### config.mk
export PLATFORM = sky130hd
export DESIGN_NAME = fb_access_arbiter
export DESIGN_NICKNAME = d
export VERILOG_FILES = /design/src/rtl/vga_pkg.sv /design/src/rtl/fb_write_fifo.sv /design/src/rtl/fb_access_arbiter.sv
export SDC_FILE = /design/constraint.sdc
export NUM_CORES = 1
export LEC_CHECK = 0
export ABC_AREA = 1
export CAP_MARGIN = 10
export CORE_MARGIN = 10
export CORE_UTILIZATION = 55
export CTS_CLUSTER_DIAMETER = 80
export CTS_CLUSTER_SIZE = 10
export DETAILED_ROUTE_END_ITERATION = 7
export GPL_ROUTABILITY_DRIVEN = 0
export GPL_TIMING_DRIVEN = 0
export HOLD_SLACK_MARGIN = 0.15
export PLACE_DENSITY = 0.77
export REMOVE_ABC_BUFFERS = 1
export SYNTH_ARGS = -nofsm -noshare
export SYNTH_HDL_FRONTEND = slang
export SYNTH_SLANG_ARGS = --single-unit
### constraint.sdc
create_clock -name vga_clk -period 3.22 [get_ports vga_clk]
set_input_delay 0.483 -clock vga_clk [delete_from_list [all_inputs] [get_ports vga_clk]]
set_output_delay 0.483 -clock vga_clk [all_outputs]
set_load 0.005 [all_outputs]
### src/rtl/vga_pkg.sv
// rtl/vga_pkg.sv - shared types for the framebuffer access arbiter
// Contents:
//   FB_X_BITS, FB_Y_BITS  framebuffer coordinate widths
//   fb_arb_state_t        arbiter FSM states
//   fb_wr_t               queued pixel write {y, x, data}
package vga_pkg;

    localparam int FB_X_BITS = 8;
    localparam int FB_Y_BITS = 8;

    typedef enum logic [1:0] {
        FB_RUN,
        FB_CLR_PEND,
        FB_CLEAR
    } fb_arb_state_t;

    typedef struct packed {
        logic [FB_Y_BITS-1:0] y;
        logic [FB_X_BITS-1:0] x;
        logic                 data;
    } fb_wr_t;

endpackage

### src/rtl/fb_write_fifo.sv
// rtl/fb_write_fifo.sv - synchronous FIFO of pending framebuffer pixel writes
// Ports:
//   vga_clk, reset_n  clock, asynchronous active-low reset
//   push, push_data   enqueue (ignored while full, no bypass)
//   pop               dequeue head (ignored while empty)
//   head              current head entry, valid while !empty
//   full, empty       occupancy flags
module fb_write_fifo
    import vga_pkg::*;
#(
    parameter int DEPTH = 8
) (
    input  logic   vga_clk,
    input  logic   reset_n,
    input  logic   push,
    input  fb_wr_t push_data,
    input  logic   pop,
    output fb_wr_t head,
    output logic   full,
    output logic   empty
);

    localparam int AW = $clog2(DEPTH);

    // One extra pointer bit distinguishes full from empty when indices match.
    logic [AW:0] wr_ptr;
    logic [AW:0] rd_ptr;
    fb_wr_t      store [DEPTH];

    assign empty = (wr_ptr == rd_ptr);
    assign full  = (wr_ptr[AW] != rd_ptr[AW]) && (wr_ptr[AW-1:0] == rd_ptr[AW-1:0]);
    assign head  = store[rd_ptr[AW-1:0]];

    always_ff @(posedge vga_clk or negedge reset_n) begin
        if (!reset_n) begin
            wr_ptr <= '0;
            rd_ptr <= '0;
        end else begin
            if (push && !full) begin
                wr_ptr <= wr_ptr + (AW+1)'(1);
            end
            if (pop && !empty) begin
                rd_ptr <= rd_ptr + (AW+1)'(1);
            end
        end
    end

    always_ff @(posedge vga_clk) begin
        if (push && !full) begin
            store[wr_ptr[AW-1:0]] <= push_data;
        end
    end

endmodule

### src/rtl/fb_access_arbiter.sv
// rtl/fb_access_arbiter.sv - single-port 1-bit framebuffer RAM arbiter
// Ports:
//   vga_clk, reset_n              pixel clock, asynchronous active-low reset
//   scan_active, scan_x, scan_y   scanout read request (display coordinates)
//   scan_pixel                    scanout pixel, one cycle after request
//   wr_valid/wr_ready, wr_x/wr_y/wr_data   queued pixel writes
//   clear_req, clear_value        start full-buffer fill
//   clear_busy, clear_done        fill pending/running, completion pulse
//   mem_addr/mem_we/mem_wdata/mem_rdata    RAM port, addr = {y, x}
// Scanout always wins the RAM; clear and queued writes use the idle cycles.
module fb_access_arbiter
    import vga_pkg::*;
#(
    parameter int X_BITS        = FB_X_BITS,
    parameter int Y_BITS        = FB_Y_BITS,
    parameter int SCALE_SHIFT   = 1,
    parameter int SCAN_X_BITS   = 10,
    parameter int SCAN_Y_BITS   = 10,
    parameter int WR_FIFO_DEPTH = 8
) (
    input  logic                     vga_clk,
    input  logic                     reset_n,
    input  logic                     scan_active,
    input  logic [SCAN_X_BITS-1:0]   scan_x,
    input  logic [SCAN_Y_BITS-1:0]   scan_y,
    output logic                     scan_pixel,
    input  logic                     wr_valid,
    output logic                     wr_ready,
    input  logic [X_BITS-1:0]        wr_x,
    input  logic [Y_BITS-1:0]        wr_y,
    input  logic                     wr_data,
    input  logic                     clear_req,
    input  logic                     clear_value,
    output logic                     clear_busy,
    output logic                     clear_done,
    output logic [X_BITS+Y_BITS-1:0] mem_addr,
    output logic                     mem_we,
    output logic                     mem_wdata,
    input  logic                     mem_rdata
);

    localparam int A_BITS = X_BITS + Y_BITS;

    fb_arb_state_t     state;
    fb_arb_state_t     state_next;
    logic [A_BITS-1:0] clr_cnt;
    logic [A_BITS-1:0] addr_q;
    logic              clear_val_q;
    logic              scan_q;
    logic              clr_write;
    logic              clr_last;
    logic              fifo_push;
    logic              fifo_pop;
    logic              fifo_full;
    logic              fifo_empty;
    fb_wr_t            fifo_in;
    fb_wr_t            fifo_head;
    logic [X_BITS-1:0] scan_fb_x;
    logic [Y_BITS-1:0] scan_fb_y;

    // Display coordinates scale down to FB pixels; excess high bits wrap away.
    assign scan_fb_x = X_BITS'(scan_x >> SCALE_SHIFT);
    assign scan_fb_y = Y_BITS'(scan_y >> SCALE_SHIFT);

    assign fifo_in    = {wr_y, wr_x, wr_data};
    assign wr_ready   = !fifo_full && (state == FB_RUN);
    assign fifo_push  = wr_valid && wr_ready;
    assign clear_busy = (state != FB_RUN);
    assign clr_last   = &clr_cnt;

    // RAM output register already provides the one-cycle delay; only gate it.
    assign scan_pixel = scan_q & mem_rdata;

    fb_write_fifo #(
        .DEPTH (WR_FIFO_DEPTH)
    ) u_wr_fifo (
        .vga_clk   (vga_clk),
        .reset_n   (reset_n),
        .push      (fifo_push),
        .push_data (fifo_in),
        .pop       (fifo_pop),
        .head      (fifo_head),
        .full      (fifo_full),
        .empty     (fifo_empty)
    );

    // Grant: scanout, then clear sweep, then queued writes; idle holds address.
    always_comb begin
        mem_addr  = addr_q;
        mem_we    = 1'b0;
        mem_wdata = 1'b0;
        fifo_pop  = 1'b0;
        clr_write = 1'b0;
        if (scan_active) begin
            mem_addr = {scan_fb_y, scan_fb_x};
        end else if (state == FB_CLEAR) begin
            mem_addr  = clr_cnt;
            mem_we    = 1'b1;
            mem_wdata = clear_val_q;
            clr_write = 1'b1;
        end else if (!fifo_empty) begin
            fifo_pop  = 1'b1;
            mem_addr  = {fifo_head.y, fifo_head.x};
            mem_we    = 1'b1;
            mem_wdata = fifo_head.data;
        end
    end

    // Clear waits in CLR_PEND until writes queued before it have drained.
    always_comb begin
        state_next = state;
        case (state)
            FB_RUN:      if (clear_req)             state_next = FB_CLR_PEND;
            FB_CLR_PEND: if (fifo_empty)            state_next = FB_CLEAR;
            FB_CLEAR:    if (clr_write && clr_last) state_next = FB_RUN;
            default:                                state_next = FB_RUN;
        endcase
    end

    always_ff @(posedge vga_clk or negedge reset_n) begin
        if (!reset_n) begin
            state       <= FB_RUN;
            clr_cnt     <= '0;
            addr_q      <= '0;
            clear_val_q <= 1'b0;
            scan_q      <= 1'b0;
            clear_done  <= 1'b0;
        end else begin
            state      <= state_next;
            addr_q     <= mem_addr;
            scan_q     <= scan_active;
            clear_done <= clr_write && clr_last;
            if (state == FB_RUN && clear_req) begin
                clear_val_q <= clear_value;
            end
            if (state == FB_CLR_PEND) begin
                clr_cnt <= '0;
            end else if (clr_write) begin
                clr_cnt <= clr_cnt + A_BITS'(1);
            end
        end
    end

endmodule

# Word level (Yosys, flattened, before mapping)
# Memory sizes are Yosys's and may differ from the RTL's.
# Index checks and enable logic that the tools add are counted.
dict set report totals {
  mem_bits_ro 0
  output_inout_bits 22
  wordCells 56
  reg_bits 45
  in_bits 44
  ramBits 136
  latch_bits 0
  mem_count 1
}
dict set report classes {
  multipliers 0
  n_mux 21
  bitwise_logic 1
  eq_ne 8
  shifts 0
  reduce_logical 14
  magnitude_cmp 0
  n_addsub 3
  div_mod_pow 0
}
# memory words word_bits read_ports rd_clocked_by_memory_dff write_ports line_no
set mem_list {}
lappend mem_list {u_wr_fifo.store 8 17 1 0 1 fb_write_fifo.sv:28} ;# fb_wr_t store [DEPTH];
# cell count
set ops {}
lappend ops {{2-to-1 mux 16 bit} 5}
lappend ops {{adder 16 x 1 -> 16 bit (second input constant)} 1}
lappend ops {{AND reduction 16 bit} 1}
lappend ops {{2-to-1 mux 1 bit} 12}
lappend ops {{adder 4 x 1 -> 4 bit (second input constant)} 2}
lappend ops {{logical AND 1 bit} 7}
lappend ops {{2-to-1 mux 2 bit} 3}
lappend ops {{case mux 2 bit (3 select lines)} 1}
lappend ops {{equality test 4 bit} 1}
lappend ops {{inequality test 2 bit (second input constant)} 2}
lappend ops {{nonzero test 2 bit} 2}
lappend ops {{equality test 3 bit} 1}
lappend ops {{AND reduction 3 bit} 1}
lappend ops {{equality test 2 x 1 -> 1 bit (second input constant)} 1}
lappend ops {{equality test 2 bit (second input constant)} 1}
lappend ops {{zero test 1 bit} 2}
lappend ops {{zero test 2 bit} 1}
lappend ops {{inequality test 2 x 1 -> 1 bit (second input constant)} 1}
lappend ops {{AND 1 bit} 1}
lappend ops {{inequality test 1 bit} 1}

# Depth between registers and ports, before layout
# Gate-level depths: netlist of the first run.
dict set report logic_depth {
  ltp_word 8
  mapped_depth 12
  depth_no_buf 10
}

# Hierarchy
# Synthesis of the first run repeated with hierarchy kept, for this count alone.
dict set report hier_totals {
  cells_unflattened 746
  hier_area_um2 7923.8
}
# mod area_each_um2 n_inst seq_area_each_um2 cells_per_inst
set modules_own_cells {}
lappend modules_own_cells {fb_write_fifo 5830.6 1 4284.1 472}
lappend modules_own_cells {fb_access_arbiter 2093.3 1 925.9 274}

# Least setup slack after synthesis of the first run
# OpenSTA, ideal clock, no wires.
dict set report synth_path {
  kind {reg2reg}
  from {register u_wr_fifo.rd_ptr[0]}
  to {memory u_wr_fifo.store[0][0] (netlist name), enable pin}
  setup_time_ps 390
  arrival_ps 1925
  path_stages_with_launch 11
  synth_period_minus_slack_ps 2315
  path_slack_ps 905
  cell_sequence {dfrtp_1 buf_4 inv_4 nand2_1 nand2_1 nor2_2 nand3_1 nand2_1 nor2_4 nand2_1 nor2_1}
}
dict set report synth_via {
  elab_chain_len 8
}
# item line_no
set synth_lines {}
lappend synth_lines {{from (decl)} fb_write_fifo.sv:27} ;# logic [AW:0] rd_ptr;
lappend synth_lines {{from (signal assigned)} fb_write_fifo.sv:43} ;# rd_ptr <= rd_ptr + (AW+1)'(1);
lappend synth_lines {{equality test 3 bit (*)} fb_write_fifo.sv:31} ;# assign full = (wr_ptr[AW] != rd_ptr[AW]) && (wr_ptr[AW-1:0] == rd_ptr[AW-1:0]);
lappend synth_lines {{logical AND 1 bit (*)} fb_write_fifo.sv:31}
lappend synth_lines {{zero test 1 bit (*)} {fb_write_fifo.sv:49, fb_access_arbiter.sv:66}}
lappend synth_lines {{logical AND 1 bit} fb_access_arbiter.sv:66} ;# assign wr_ready = !fifo_full && (state == FB_RUN);
lappend synth_lines {{logical AND 1 bit} fb_access_arbiter.sv:67} ;# assign fifo_push = wr_valid && wr_ready;
lappend synth_lines {{logical AND 1 bit (*)} fb_write_fifo.sv:49} ;# if (push && !full) begin
lappend synth_lines {{2-to-1 mux 1 bit (*)} fb_write_fifo.sv:49}
lappend synth_lines {{2-to-1 mux 1 bit (not written as such) (*)} fb_write_fifo.sv:50} ;# store[wr_ptr[AW-1:0]] <= push_data;
lappend synth_lines {{to (decl)} fb_write_fifo.sv:28}
# Every way passes the cells marked *; elsewhere a longest branch is shown, timed or not.

# Final worst setup path of the first run
dict set report layout_path {
  from {register u_wr_fifo.rd_ptr[0]}
  to {output port mem_addr[13]}
}
dict set report layout_via {
  elab_chain_len 4
}
# item line_no
set layout_lines {}
lappend layout_lines {{memory (8 x 17 bit) / equality test 4 bit (equally long branches)} --}
lappend layout_lines {{2-to-1 mux 16 bit (*)} fb_access_arbiter.sv:101} ;# end else if (!fifo_empty) begin
lappend layout_lines {{2-to-1 mux 16 bit (*)} fb_access_arbiter.sv:96} ;# end else if (state == FB_CLEAR) begin
lappend layout_lines {{2-to-1 mux 16 bit (*)} fb_access_arbiter.sv:94} ;# if (scan_active) begin
lappend layout_lines {{to (decl)} fb_access_arbiter.sv:36} ;# output logic [X_BITS+Y_BITS-1:0] mem_addr,
# Marked as above.

==> impl_metrics.csv, run 1 <==
group,metric,value,unit
logic_synthesis,ys_seq_area_share,61.2,%
layout,utilization,67.5,%
logic_synthesis,synth_area_leaders,"edfxtp_1 (48%), nand2_1 (15%), dfrtp_1 (13%)",
power_and_ir_drop,p_sw,3.30,mW
power_and_ir_drop,internal_power,5.15,mW
timing,setup_violations,0,
route,dr.pass1.iters,5,
route,via_count,6484,
timing,relSlewSlack,43.3,%
logic_synthesis,syn-cell-area,8510,µm²
grt,gr-usage-met3,6.20,%
floorplan,fp-row-count,45,
clock_tree,numClockSinks,181,
logic_synthesis,synth_cell_type_count,30,
layout,final_layout_size_suffix_gt1_share,10.3,%
power_and_ir_drop,clkPwrFrac,25.3,%
clock_tree,clock_latency,0.44,ns
clock_tree,h-tree-depth,4,
setup_path,r2r-start,"u_wr_fifo.rd_ptr[0]",
route,routedWlPerCell,17.3,µm
floorplan,die_y,144,µm
timing,worst_slew_pin_slew,0.847,ns
logic_synthesis,yosys.area.top_type_share,48.0,%
grt,grt_pass1_wl,32500,µm
setup_path,worstSetupPathType,"flip-flop to primary output",
grt,busiest_layer,"met2",
layout,layout_commonest_cell,"nand2_1",
setup_path,reg2reg_depth,10,
power_and_ir_drop,p_leak,4.52,nW
setup_path,arrival,2.62,ns
logic_synthesis,ys_ff_latch,181,
power_and_ir_drop,sw_frac_of_total,39.0,%
floorplan,die_width,144,µm
setup_path,critical_path.startpoint,"u_wr_fifo.rd_ptr[0]",
logic_synthesis,yosysTopAreaCell,"edfxtp_1",
route,drc,0,
grt,grt_start_max_net_pins,53,
logic_synthesis,synth_area_per_cell,9.06,µm²
setup_path,cp-start-kind,"flip-flop",
timing,finalCritPeriodShare,96.4,%
grt,use_met2,34.3,%
timing,final_hold_viol_count,0,
timing,setup_tns,0,ns
clock_tree,clockRootBuffer,"clkbuf_16",
run_status,status,"finished, final reports clean",
floorplan,initial_core_util,56.0,%
power_and_ir_drop,peakVddDrop,0.000527,V
clock_tree,cts_buffers,17,
floorplan,io_pins,66,
layout,final_cell_mix,"nand2_1 (340), inv_1 (142), edfxtp_1 (136)",
clock_tree,clockBufferDepth,2,
placement,io_buffer_count,61,
hold_path,hp-class,"input port to flip-flop",
timing,rsz0062_at_grt,"yes",
setup_path,crit_path_end_kind,"primary output",
layout,syn_to_final_growth,20.6,%
clock_tree,cts_tree,"built",
power_and_ir_drop,p_comb_share,39.0,%
setup_path,endpoint,"mem_addr[13]",
timing,whs,0.422,ns
clock_tree,cts.reportedPaths.clkPinSlew,0.07,ns
setup_path,cp.required,2.74,ns
timing,timing.final.max_slew_violations,0,
route,via_per_inst,5.35,
logic_synthesis,synthCells,939,
flow_run,maxCapViolCount,0,
route,wl,21000,µm
floorplan,die-area,20800,µm²
route,drtIter0Drc,617,
floorplan,core-area,15200,µm²
power_and_ir_drop,seq_power_share,35.7,%
grt,grt_pass1_vias,6159,
timing,max_freq,322,MHz
power_and_ir_drop,cellPowerDensity,823,nW/µm²
grt,grt_overflow,0,
setup_path,r2r-end,"u_wr_fifo.store[2][4]",
setup_path,r2r_setup_slack,0.64,ns
timing,min_period,3.11,ns
layout,diodes,0,
layout,final_nets,1058,
grt,use_met1,24.5,%
grt,grt_use_total,20.5,%
placement,dp_hpwl,12500,µm
timing,finalClockSkew,0.00980,ns
grt,antenna_found_initial,1,
logic_synthesis,yosys_warnings,0,
route,postRouteAntennaNets,0,
setup_path,critPathMaxFanout,52,
cells in the mapped netlist (all sizes together):
cell type,instances
mux2,1
a21oi,14
nor3,4
buf,28
o22ai,8
edfxtp,136
nand4,7
clkinv,1
inv,148
ha,3
nor2,63
nand3,76
dfrtp,45
xor2,7
clkbuf,8
or2,6
xnor2,2
nand2,343
o21ai,39
how the worst min path moves through the flow:
stage,start,cells after the start,slack [ns],to
floorplan,reset_n,0,0.19,addr_q[0]
global placement,clear_val_q,1,0.54,clear_val_q
detailed placement,reset_n,1,0.47,addr_q[15]
CTS,reset_n,2,0.54,clr_cnt[1]
global route,scan_active,1,0.43,scan_q
finish,scan_active,1,0.42,scan_q
layout make-up:
cell class | instances | area [µm²]
sequential | 181 | 5220
clock buffer | 17 | 425
fill | 1154 | 4940
timing repair buffer | 86 | 945
multi-input combinational | 573 | 2610
timing repair inverter | 3 | 25.0
inverter | 149 | 614
clock inverter | 15 | 188
tap | 188 | 235
logic make-up (layout without fill, tap and decap cells):
group	count (synthesis)	in the layout	share of synthesized area [%]
AOI/OAI and AO/OA	61	61	4.15
muxes	1	1	0.132
and+or+nand+nor	499	499	24.1
buffers and inverters	185	270	9.04
adders and majority gates	3	3	0.441
xor gates and xnor gates	9	9	0.927
DFF	181	181	61.2
per-layer routing:
metal	up-vias	share of wire, %
met1	2995	40
li1	3122	-
met3	55	9.5
met5	-	0.043
met2	310	48
met4	2	2.1
power by group through the flow:
stage	clock, mW	combinational (mW)	sequential [mW]
CTS	2.16	3.19	3.01
detailed placement	0	2.74	3.15
finish	2.14	3.29	3.02
global placement	0	2.53	3.24
floorplan	0	1.65	3.09
global route	2.26	3.61	3.05
per-stage QoR:
stage | std cells | total power, mW | area [µm²] | setup WS [ns]
detailed placement | 1162 | 5.88 | 9350 | -0.444
global route | 1212 | 8.92 | 10300 | -0.0129
finish | 1212 | 8.45 | 10300 | 0.114
floorplan | 903 | 4.74 | 8300 | -0.220
CTS | 1210 | 8.36 | 10200 | 0.0148
global placement | 1152 | 5.77 | 9150 | -1.92
critical path, cell delays in order (launching register included):
cell and delay [ns]:
dfrtp_4 0.55, buf_12 0.28, nand2_1 0.08, nand2_1 0.09
nand2_1 0.07, nand2_1 0.08, nand2_1 0.09, a21oi_4 0.20
nor2_1 0.07, nor2_1 0.13, clkdlybuf4s50_1 0.54
registers in the layout, indices dropped and copies added (netlist names):
signal,count
clr_cnt,16
u_wr_fifo.store,136
u_wr_fifo.wr_ptr,4
scan_q,1
clear_done,1
addr_q,16
clear_val_q,1
u_wr_fifo.rd_ptr,4
state,2
timing repair:
action / 4_1_cts / 5_1_grt
pin swaps: 0 / 2
setup buffers: 12 / 2
cloned: 3 / 0
endpoints found under the hold margin: 20 / 0
hold buffers: 1 / 0
gates resized for setup: 22 / 9
endpoints found under the setup margin: 137 / 15
Power figures use the tool's default switching activity.
==> run 2: changes to the inputs <==
Settings changed: CELL_PAD_IN_SITES_DETAIL_PLACEMENT from default to 0, CELL_PAD_IN_SITES_GLOBAL_PLACEMENT from default to 1, CORE_UTILIZATION 55 to 45, PLACE_DENSITY 0.77 to 0.81.
==> run 2 against run 1 <==
  * Clock skew hardly changed
  * Routed wire length decreased by 1.2%
  * Combinational power up 4%
  * Highest routed layer is now met4
  * Sequential power about the same
  * Global-route usage is 3.5 points lower
  * Sequential cell count unchanged
  * Power grew 0.80%
==> impl_metrics.csv, run 2 (synthesized netlist as in run 1, its figures left out) <==
group,metric,value,unit
setup_path,worstSetupPathType,"flip-flop to primary output",
route,postRouteAntennaNets,0,
timing,setup_violations,0,
placement,pre_cts_ws,-0.512,ns
hold_path,hold_path_end,"scan_q",
timing,rsz0062_at_grt,"no",
timing,timing.final.max_slew_violations,0,
clock_tree,h-tree-depth,4,
route,dr.pass1.iters,4,
placement,dp_hpwl,12500,µm
placement,io_buffer_count,61,
layout,diodes,0,
layout,layout_commonest_cell,"nand2_1",
clock_tree,clock_latency,0.42,ns
setup_path,cp_cell_sequence,"inv_16 > nand2_1 > nand2_1 > nor2_4 > nand2_4 > nand2_8 > a21oi_2 > nor2_1 > nor2_1 > clkdlybuf4s50_1",
flow_run,maxCapViolCount,0,
clock_tree,clockBufferDepth,2,
route,routedWlPerCell,16.4,µm
hold_path,hp-class,"input port to flip-flop",
floorplan,die_width,158,µm
run_status,status,"finished, final reports clean",
route,via_count,6211,
route,wl,20700,µm
timing,finalCritPeriodShare,96.0,%
clock_tree,cts.reportedPaths.clkPinSlew,0.07,ns
floorplan,die_y,158,µm
setup_path,r2r-end,"u_wr_fifo.store[0][16]",
setup_path,cp-start-kind,"flip-flop",
setup_path,critPathMaxFanout,37,
floorplan,die-area,24800,µm²
timing,finalClockSkew,0.0102,ns
clock_tree,cts_tree,"built",
floorplan,initial_core_util,45.6,%
hold_path,holdPathStages,1,
layout,fillCellCount,1662,
layout,final_layout_size_suffix_gt1_share,10.7,%
power_and_ir_drop,power,8.52,mW
power_and_ir_drop,internal_power,5.25,mW
power_and_ir_drop,p_sw,3.27,mW
layout,final_nets,1063,
floorplan,core-area,18600,µm²
timing,min_period,3.09,ns
setup_path,cp.required,2.74,ns
setup_path,reg2reg_depth,10,
setup_path,arrival,2.61,ns
route,drc,0,
route,drtIter0Drc,373,
setup_path,r2r_setup_slack,0.55,ns
power_and_ir_drop,sw_frac_of_total,38.3,%
grt,grt_use_total,17.0,%
setup_path,crit_path_end_kind,"primary output",
setup_path,cp_slowest_cell,"dfrtp_4",
floorplan,fp-row-count,50,
power_and_ir_drop,p_leak,4.56,nW
grt,antenna_found_initial,0,
power_and_ir_drop,seq_power_share,35.3,%
timing,relSlewSlack,52.6,%
route,via_per_inst,4.92,
layout,syn_to_final_growth,22.0,%
timing,final_hold_viol_count,0,
hold_path,holdCritStartpoint,"scan_active",
layout,final_cell_mix,"nand2_1 (340), inv_1 (142), edfxtp_1 (136)",
clock_tree,cts_buffers,17,
setup_path,r2r-start,"u_wr_fifo.rd_ptr[1]",
setup_path,cpPeakStageDelay,0.56,ns
clock_tree,clockRootBuffer,"clkbuf_16",
timing,worst_slew_pin_slew,0.710,ns
grt,grt_pass1_wl,32000,µm
power_and_ir_drop,peakVddDrop,0.000316,V
power_and_ir_drop,p_comb_share,40.3,%
clock_tree,numClockSinks,181,
floorplan,io_pins,66,
grt,grt_start_max_net_pins,38,
timing,max_freq,323,MHz
timing,setup_ws,0.129,ns
grt,grt_pass1_vias,5833,
layout,largest_reg_flops,136,
grt,grt_overflow,0,
power_and_ir_drop,clkPwrFrac,24.5,%
power_and_ir_drop,cellPowerDensity,821,nW/µm²
[run 2: cell types whose count changed in the layout (fill, tap and decap cells not counted), moves of 2 or more]
cell / previous run / this run
buf_4: 10 / 12
buf_8: 7 / 10
clkdlybuf4s50_1: 59 / 57
clkinv_2: 0 / 2
clkinv_4: 2 / 0
clkinvlp_4: 3 / 5
dlymetal6s2s_1: 1 / 3
inv_12: 2 / 0
nor2_2: 13 / 11
nor2_4: 4 / 6
[run 2: layout make-up]
| type | count | area (µm²) | share of cell area, % |
|---|---|---|---|
| Tap cell | 234 | 293 | 2.82 |
| Clock inverter | 14 | 169 | 1.63 |
| Multi-Input combinational cell | 573 | 2630 | 25.3 |
| Timing Repair Buffer | 91 | 998 | 9.62 |
| Sequential cell | 181 | 5220 | 50.3 |
| Clock buffer | 18 | 429 | 4.14 |
| Inverter | 149 | 613 | 5.91 |
| Timing Repair inverter | 3 | 27.5 | 0.265 |
[run 2: what timing repair did]
action	in CTS	in global routing
setup endpoints to repair	134	17
gates cloned	2	2
setup buffers	12	6
hold buffers	1	0
gates resized for setup	21	17
pin swaps	0	7
hold endpoints to repair	16	0
[run 2: worst max-delay path: cells and delay by family (launching register included)]
family / cells / cell delay [ns]
compound gates: 1 / 0.20
buf+inv: 2 / 0.70
flops: 1 / 0.56
simple gates: 7 / 0.71
[run 2: worst max-delay path by stage]
stage / cells past startpoint / to / slack, ns / start
6_report: 10 / mem_addr[13] / 0.13 / u_wr_fifo.rd_ptr[1]
5_1_grt: 10 / mem_addr[1] / 0.005 / u_wr_fifo.rd_ptr[0]
3_3_place_gp: 9 / u_wr_fifo.store[2][5] / -2.11 / u_wr_fifo.rd_ptr[0]
3_5_place_dp: 11 / mem_addr[14] / -0.51 / u_wr_fifo.rd_ptr[1]
4_1_cts: 10 / mem_addr[13] / 0.01 / u_wr_fifo.rd_ptr[0]
2_1_floorplan: 9 / u_wr_fifo.store[0][0] / -0.22 / u_wr_fifo.rd_ptr[0]
[run 2: power groups by stage]
stage               clock network (mW)  logic [mW]  registers (mW)
finish                            2.08        3.43            3.00
global route                      2.22        3.81            3.03
CTS                               2.11        3.19            2.99
detailed placement                   0        2.71            3.19
global placement                     0        2.59            3.26
floorplan                            0        1.65            3.09
[run 2: per-stage QoR]
step           util [%]  cells  setup TNS, ns  hold slack [ns]  instance area (µm²)
2_1_floorplan         -    903         -26.87            0.187                 8300
3_3_place_gp       49.4   1198        -340.04            0.500                 9200
3_5_place_dp       50.3   1208         -22.27            0.442                 9380
4_1_cts            54.6   1255              0            0.539                10200
5_1_grt            55.7   1263              0            0.434                10400
6_report           55.7   1263              0            0.443                10400
[run 2: metal layers]
metal  track usage, %  share of wire [%]  vias up
met4             6.14                1.9        0
li1                 -                  -     3125
met5                0                  0        -
met2             27.6                 48      171
met3             3.38                5.6       26
met1             22.0                 45     2889
==> run 3: changes to the inputs <==
Settings changed: CAP_MARGIN 10 to default, REMOVE_ABC_BUFFERS 1 to default.
==> run 3 against run 2 <==
  * Die area unchanged
  * Combinational power fell by 4%
  * Sequential share of layout area is 0.63 points higher
  * Largest cell class unchanged
  * Critical path type is now input port to primary output
  * Critical path depth shrank 3
  * Clock skew grew 0.0021 ns
  * Final area down 1.5%
  * Register-to-register slack improved by 0.12 ns
  * Global-route usage grew 0.62 points
  * Worst setup slack worse by 0.017 ns
==> impl_metrics.csv, run 3 (synthesized netlist as in run 1, its figures left out) <==
group,metric,value,unit
timing,finalClockSkew,0.0123,ns
setup_path,r2r-start,"u_wr_fifo.rd_ptr[0]",
floorplan,fp-row-count,50,
route,dr.pass1.iters,5,
clock_tree,clockRootBuffer,"clkbuf_16",
placement,io_buffer_count,61,
floorplan,core-area,18600,µm²
grt,grt_start_max_net_pins,36,
grt,use_met2,27.1,%
floorplan,die_y,158,µm
route,via_per_inst,4.89,
route,routedWlPerCell,16.5,µm
timing,setup_tns,0,ns
layout,syn_to_final_growth,20.2,%
layout,layout_commonest_cell,"nand2_1",
hold_path,hp-class,"input port to asynchronous set/reset pin",
floorplan,die-area,24800,µm²
setup_path,crit_path_end_kind,"primary output",
floorplan,io_pins,66,
setup_path,worstSetupPathType,"input port to primary output",
layout,final_nets,1076,
setup_path,cp_slowest_cell,"clkdlybuf4s50_1",
setup_path,cp.required,2.74,ns
layout,multiInputGateArea,2560,µm²
timing,rsz0062_at_grt,"no",
floorplan,initial_core_util,45.6,%
grt,grt_pass1_wl,33100,µm
power_and_ir_drop,peakVddDrop,0.000608,V
placement,dp_hpwl,14500,µm
layout,diodes,0,
grt,grt_overflow,0,
grt,use_met1,24.1,%
timing,setup_violations,0,
layout,fillCellCount,1662,
setup_path,cp_cell_sequence,"clkdlybuf4s50_1 > inv_1 > clkbuf_2 > buf_2 > nor2_1 > nor2_1 > clkdlybuf4s50_1",
setup_path,r2r-end,"u_wr_fifo.store[0][2]",
layout,largest_reg_flops,136,
timing,whs,0.462,ns
floorplan,die_width,158,µm
clock_tree,cts.reportedPaths.clkPinSlew,0.07,ns
setup_path,endpoint,"mem_addr[12]",
grt,busiest_layer,"met2",
layout,final_cell_mix,"nand2_1 (340), inv_1 (143), edfxtp_1 (136)",
power_and_ir_drop,cellPowerDensity,802,nW/µm²
layout,regArea,5210,µm²
grt,gr-usage-met3,3.36,%
power_and_ir_drop,p_leak,4.53,nW
grt,antenna_found_initial,0,
timing,final_hold_viol_count,0,
setup_path,arrival,2.63,ns
setup_path,cpPeakStageDelay,0.60,ns
route,drtIter0Drc,535,
route,postRouteAntennaNets,0,
timing,min_period,3.11,ns
clock_tree,clock_latency,0.44,ns
route,wl,21100,µm
clock_tree,cts_buffers,17,
logic_synthesis,synthesis.nets,986,
grt,grt_use_total,17.6,%
grt,grt_pass1_vias,5845,
clock_tree,numClockSinks,181,
layout,final_layout_size_suffix_gt1_share,10.7,%
timing,worst_slew_pin_slew,0.572,ns
setup_path,r2r_setup_slack,0.67,ns
setup_path,critPathMaxFanout,10,
flow_run,maxCapViolCount,0,
clock_tree,cts_tree,"built",
route,drc,0,
setup_path,critical_path.startpoint,"scan_active",
run_status,status,"finished, final reports clean",
clock_tree,h-tree-depth,4,
route,via_count,6242,
setup_path,reg2reg_depth,11,
timing,finalCritPeriodShare,96.5,%
setup_path,cp-start-kind,"input port",
timing,max_freq,322,MHz
timing,relSlewSlack,61.8,%
clock_tree,clockBufferDepth,2,
timing,timing.final.max_slew_violations,0,
run 3: changes by cell type in the layout (fill, tap and decap cells not counted), sizes merged:
cell	previous run	this run
dlymetal6s2s	3	0
clkdlybuf4s50	57	60
buf	29	34
clkbuf	19	30
clkinvlp	5	1
clkinv	5	8
bufinv	2	0
run 3: routing by layer:
metal,vias to the layer above,part of all wire (%)
met2,158,46
met3,28,5.2
met1,2906,47
met4,0,2.1
li1,3150,-
met5,-,0
run 3: critical path, delay by kind of cell:
kind	cells	cell delay [ns]
buffers and inverters	5	1.90
and+or+nand+nor	2	0.22
run 3: final cells by class:
| class | count | share of cell area, % |
|---|---|---|
| Inverter | 149 | 5.49 |
| Sequential cell | 181 | 50.9 |
| Clock inverter | 14 | 1.36 |
| Buffer | 36 | 2.23 |
| Tap cell | 234 | 2.86 |
| Clock buffer | 18 | 4.20 |
| Multi-Input combinational cell | 573 | 25.0 |
| Timing Repair Buffer | 71 | 7.88 |
run 3: worst min path at each step:
stage / endpoint / slack [ns] / depth (start not counted)
after floorplan: addr_q[0] / 0.19 / 0
after global placement: clear_val_q / 0.49 / 1
after detailed placement: addr_q[6] / 0.38 / 1
after CTS: addr_q[3] / 0.46 / 2
after global routing: u_wr_fifo.wr_ptr[2] / 0.49 / 2
final: addr_q[3] / 0.46 / 2
run 3: repair_timing:
item,4_1_cts,5_1_grt
endpoints found under the hold margin,10,0
setup endpoints to repair,10,10
gates resized for setup,4,12
gates cloned,0,0
setup buffers,0,0
hold buffers,1,0
pin swaps,0,0
run 3: stage by stage:
stage | setup slack, ns | total power [mW] | cell area, µm² | utilization (%) | cells
floorplan | 0.905 | 4.95 | 8510 | - | 939
global placement | -0.165 | 6.13 | 9410 | 50.5 | 1234
detailed placement | -0.0673 | 6.20 | 9620 | 51.6 | 1243
CTS | 0.0643 | 8.20 | 10200 | 54.7 | 1276
global route | 0.000810 | 8.73 | 10200 | 54.9 | 1276
finish | 0.111 | 8.20 | 10200 | 54.9 | 1276
run 3: power breakdown:
| group | total (mW) | switching (mW) | internal [mW] |
|---|---|---|---|
| combinational | 3.29 | 2.12 | 1.16 |
| sequential | 2.91 | 0.114 | 2.80 |
| clock | 2.00 | 0.973 | 1.03 |
| total | 8.20 | 3.21 | 4.99 |
==> RTL change: new RTL, settings of run 1 <==
Set the parameter `WR_FIFO_DEPTH` to 4 (it was 8).
--- a/src/rtl/fb_access_arbiter.sv
+++ b/src/rtl/fb_access_arbiter.sv
@@ -16,7 +16,7 @@
     parameter int SCALE_SHIFT   = 1,
     parameter int SCAN_X_BITS   = 10,
     parameter int SCAN_Y_BITS   = 10,
-    parameter int WR_FIFO_DEPTH = 8
+    parameter int WR_FIFO_DEPTH = 4
 ) (
     input  logic                     vga_clk,
     input  logic                     reset_n,
Function: changed (a bounded check fails within 10 cycles, from zero or initial values and one cycle with reset_n low).
==> RTL change against run 1 <==
Critical path depth decreased by 1. Routed wire length down 39%. Setup slack improved by 58 ps. Count of clock-buffer cells in the layout is 8 lower. Largest cell class unchanged. Design area fell by 35%. Total power down 41%. Sequential cell count is 70 lower. Clock power fell by 62%. Largest power group unchanged. Area after synthesis decreased by 34%. Via count shrank 33%.
==> RTL change: results (changes against run 1) <==
Comb group 2.19 mW (-33%); H-tree depth 3 (-1); Hold Crit Class in -> async; Num CTS Buffers 9 (-8); Pleak 3.036 nW (-33%); Slew @ Worst Pin 542.7 ps (-304.7 ps); largest net degree at the start of global routing 38 (-28%); Root Buffer Master clkbuf_8; Crit Path Max Fanout 37 (-29%); Max rail drop VDD 0.0003864 V (-27%); reg-to-reg endpoint u_wr_fifo.store[0][7]; clock latency on the worst-skew pair 380 ps (-60 ps); Clock group 0.821 mW (-62%); crit path DAT 2560 ps (-60 ps); number of flip-flops in the largest register 68 (-50%); R2R depth 8 (-2); Post-synth top cells nand2_1, inv_1, nand3_1, edfxtp_1, dfrtp_1; 1st-iter DRT viols 322 (-48%); first-pass GRT wire length 20.97 mm (-35%); outcome finished, final reports clean; Mean Syn Cell Area 8.877 sq um (-2.0%); placed cell count 808 (-30%); hpwl dp 8.502 mm (-32%); Vias per Instance 5.254 (-1.8%); clk_skew 15.32 ps (+5.527 ps); EDFF count, synth 68 (-50%); Total GRT Usage 0.1768 (-0.02813); final net count 744 (-30%); synth unique cells 38 (+27%); PD cells 751.1 nW/um^2 (-8.8%); share of cells above drive strength 1 0.1144 (+0.01191)
-- RTL change: cell types whose count changed after synthesis, moves of 6 or more --
| cell | run 1 | this run |
|---|---|---|
| a21oi_2 | 10 | 0 |
| buf_2 | 19 | 12 |
| edfxtp_1 | 136 | 68 |
| inv_1 | 143 | 133 |
| nand2_1 | 340 | 153 |
| nand2_2 | 2 | 8 |
| nand4_1 | 7 | 21 |
| nor2_1 | 57 | 17 |
| o21ai_0 | 37 | 27 |
| o22ai_1 | 8 | 2 |
| or2_2 | 6 | 16 |
-- RTL change: cell type report --
class,instances,share of cell area
repair buffers,73,0.1161
well taps,133,0.02507
repair inverters,2,0.002262
inverters,137,0.07936
multi-input cells,360,0.2765
flip-flops and latches,111,0.4709
clock inverters,7,0.01112
clock buffers,9,0.01866
-- RTL change: worst max-delay path, cell delays in order, from the launching register on --
cell and delay [ps]:
dfrtp_4 620, inv_6 280, nand2_1 110, nand2_2 90, nand3_4 220, nand3_1 200
nand3_1 100, nand2_1 60, inv_1 40, clkdlybuf4s50_1 440
-- RTL change: through the flow --
step / hold slack (ps) / cell area (sq um) / setup WS [ps]
after global routing: 509.3 / 6638 / 0.9883
after detailed placement: 375.7 / 6339 / -365.9
after global placement: 480.6 / 6230 / -521.3
final: 502.3 / 6638 / 172.8
after floorplan: 187.4 / 5453 / 569.5
after CTS: 503.8 / 6601 / 38.30
-- RTL change: how the worst max path moves through the flow --
stage | from | end | slack [ps] | depth (start not counted)
6_report | u_wr_fifo.rd_ptr[0] | mem_addr[11] | 170 | 9
5_1_grt | u_wr_fifo.rd_ptr[0] | mem_addr[14] | 1 | 9
4_1_cts | scan_active | mem_wdata | 40 | 7
3_5_place_dp | u_wr_fifo.rd_ptr[0] | mem_addr[6] | -370 | 9
3_3_place_gp | u_wr_fifo.rd_ptr[1] | u_wr_fifo.store[3][6] | -520 | 7
2_1_floorplan | u_wr_fifo.rd_ptr[0] | u_wr_fifo.store[0][0] | 570 | 7
-- RTL change: routing by layer --
layer	wire length [um]	share of wire	up-vias	track usage
met5	0	0	-	0
met4	269	0.021	0	0.05505
met3	871	0.069	27	0.04653
met2	5991	0.47	156	0.2952
met1	5569	0.44	2058	0.2189
li1	-	-	2130	-
-- RTL change: cells by family after synthesis --
group                    share of synthesized area
AO/OA/AOI/OAI                              0.04059
XOR/XNOR                                  0.007807
adder cells (fa/ha/maj)                    0.01338
buffers and inverters                       0.1202
flip-flops                                  0.5558
multiplexers                              0.002007
AND/OR/NAND/NOR                             0.2603
-- RTL change: repair_timing --
item | in CTS | in global routing
hold endpoints to repair | 10 | 0
buffers inserted | 3 | 2
pin swaps | 0 | 0
hold buffers | 1 | 0
endpoints found under the setup margin | 19 | 17
cloned | 1 | 1
resized for setup | 7 | 4
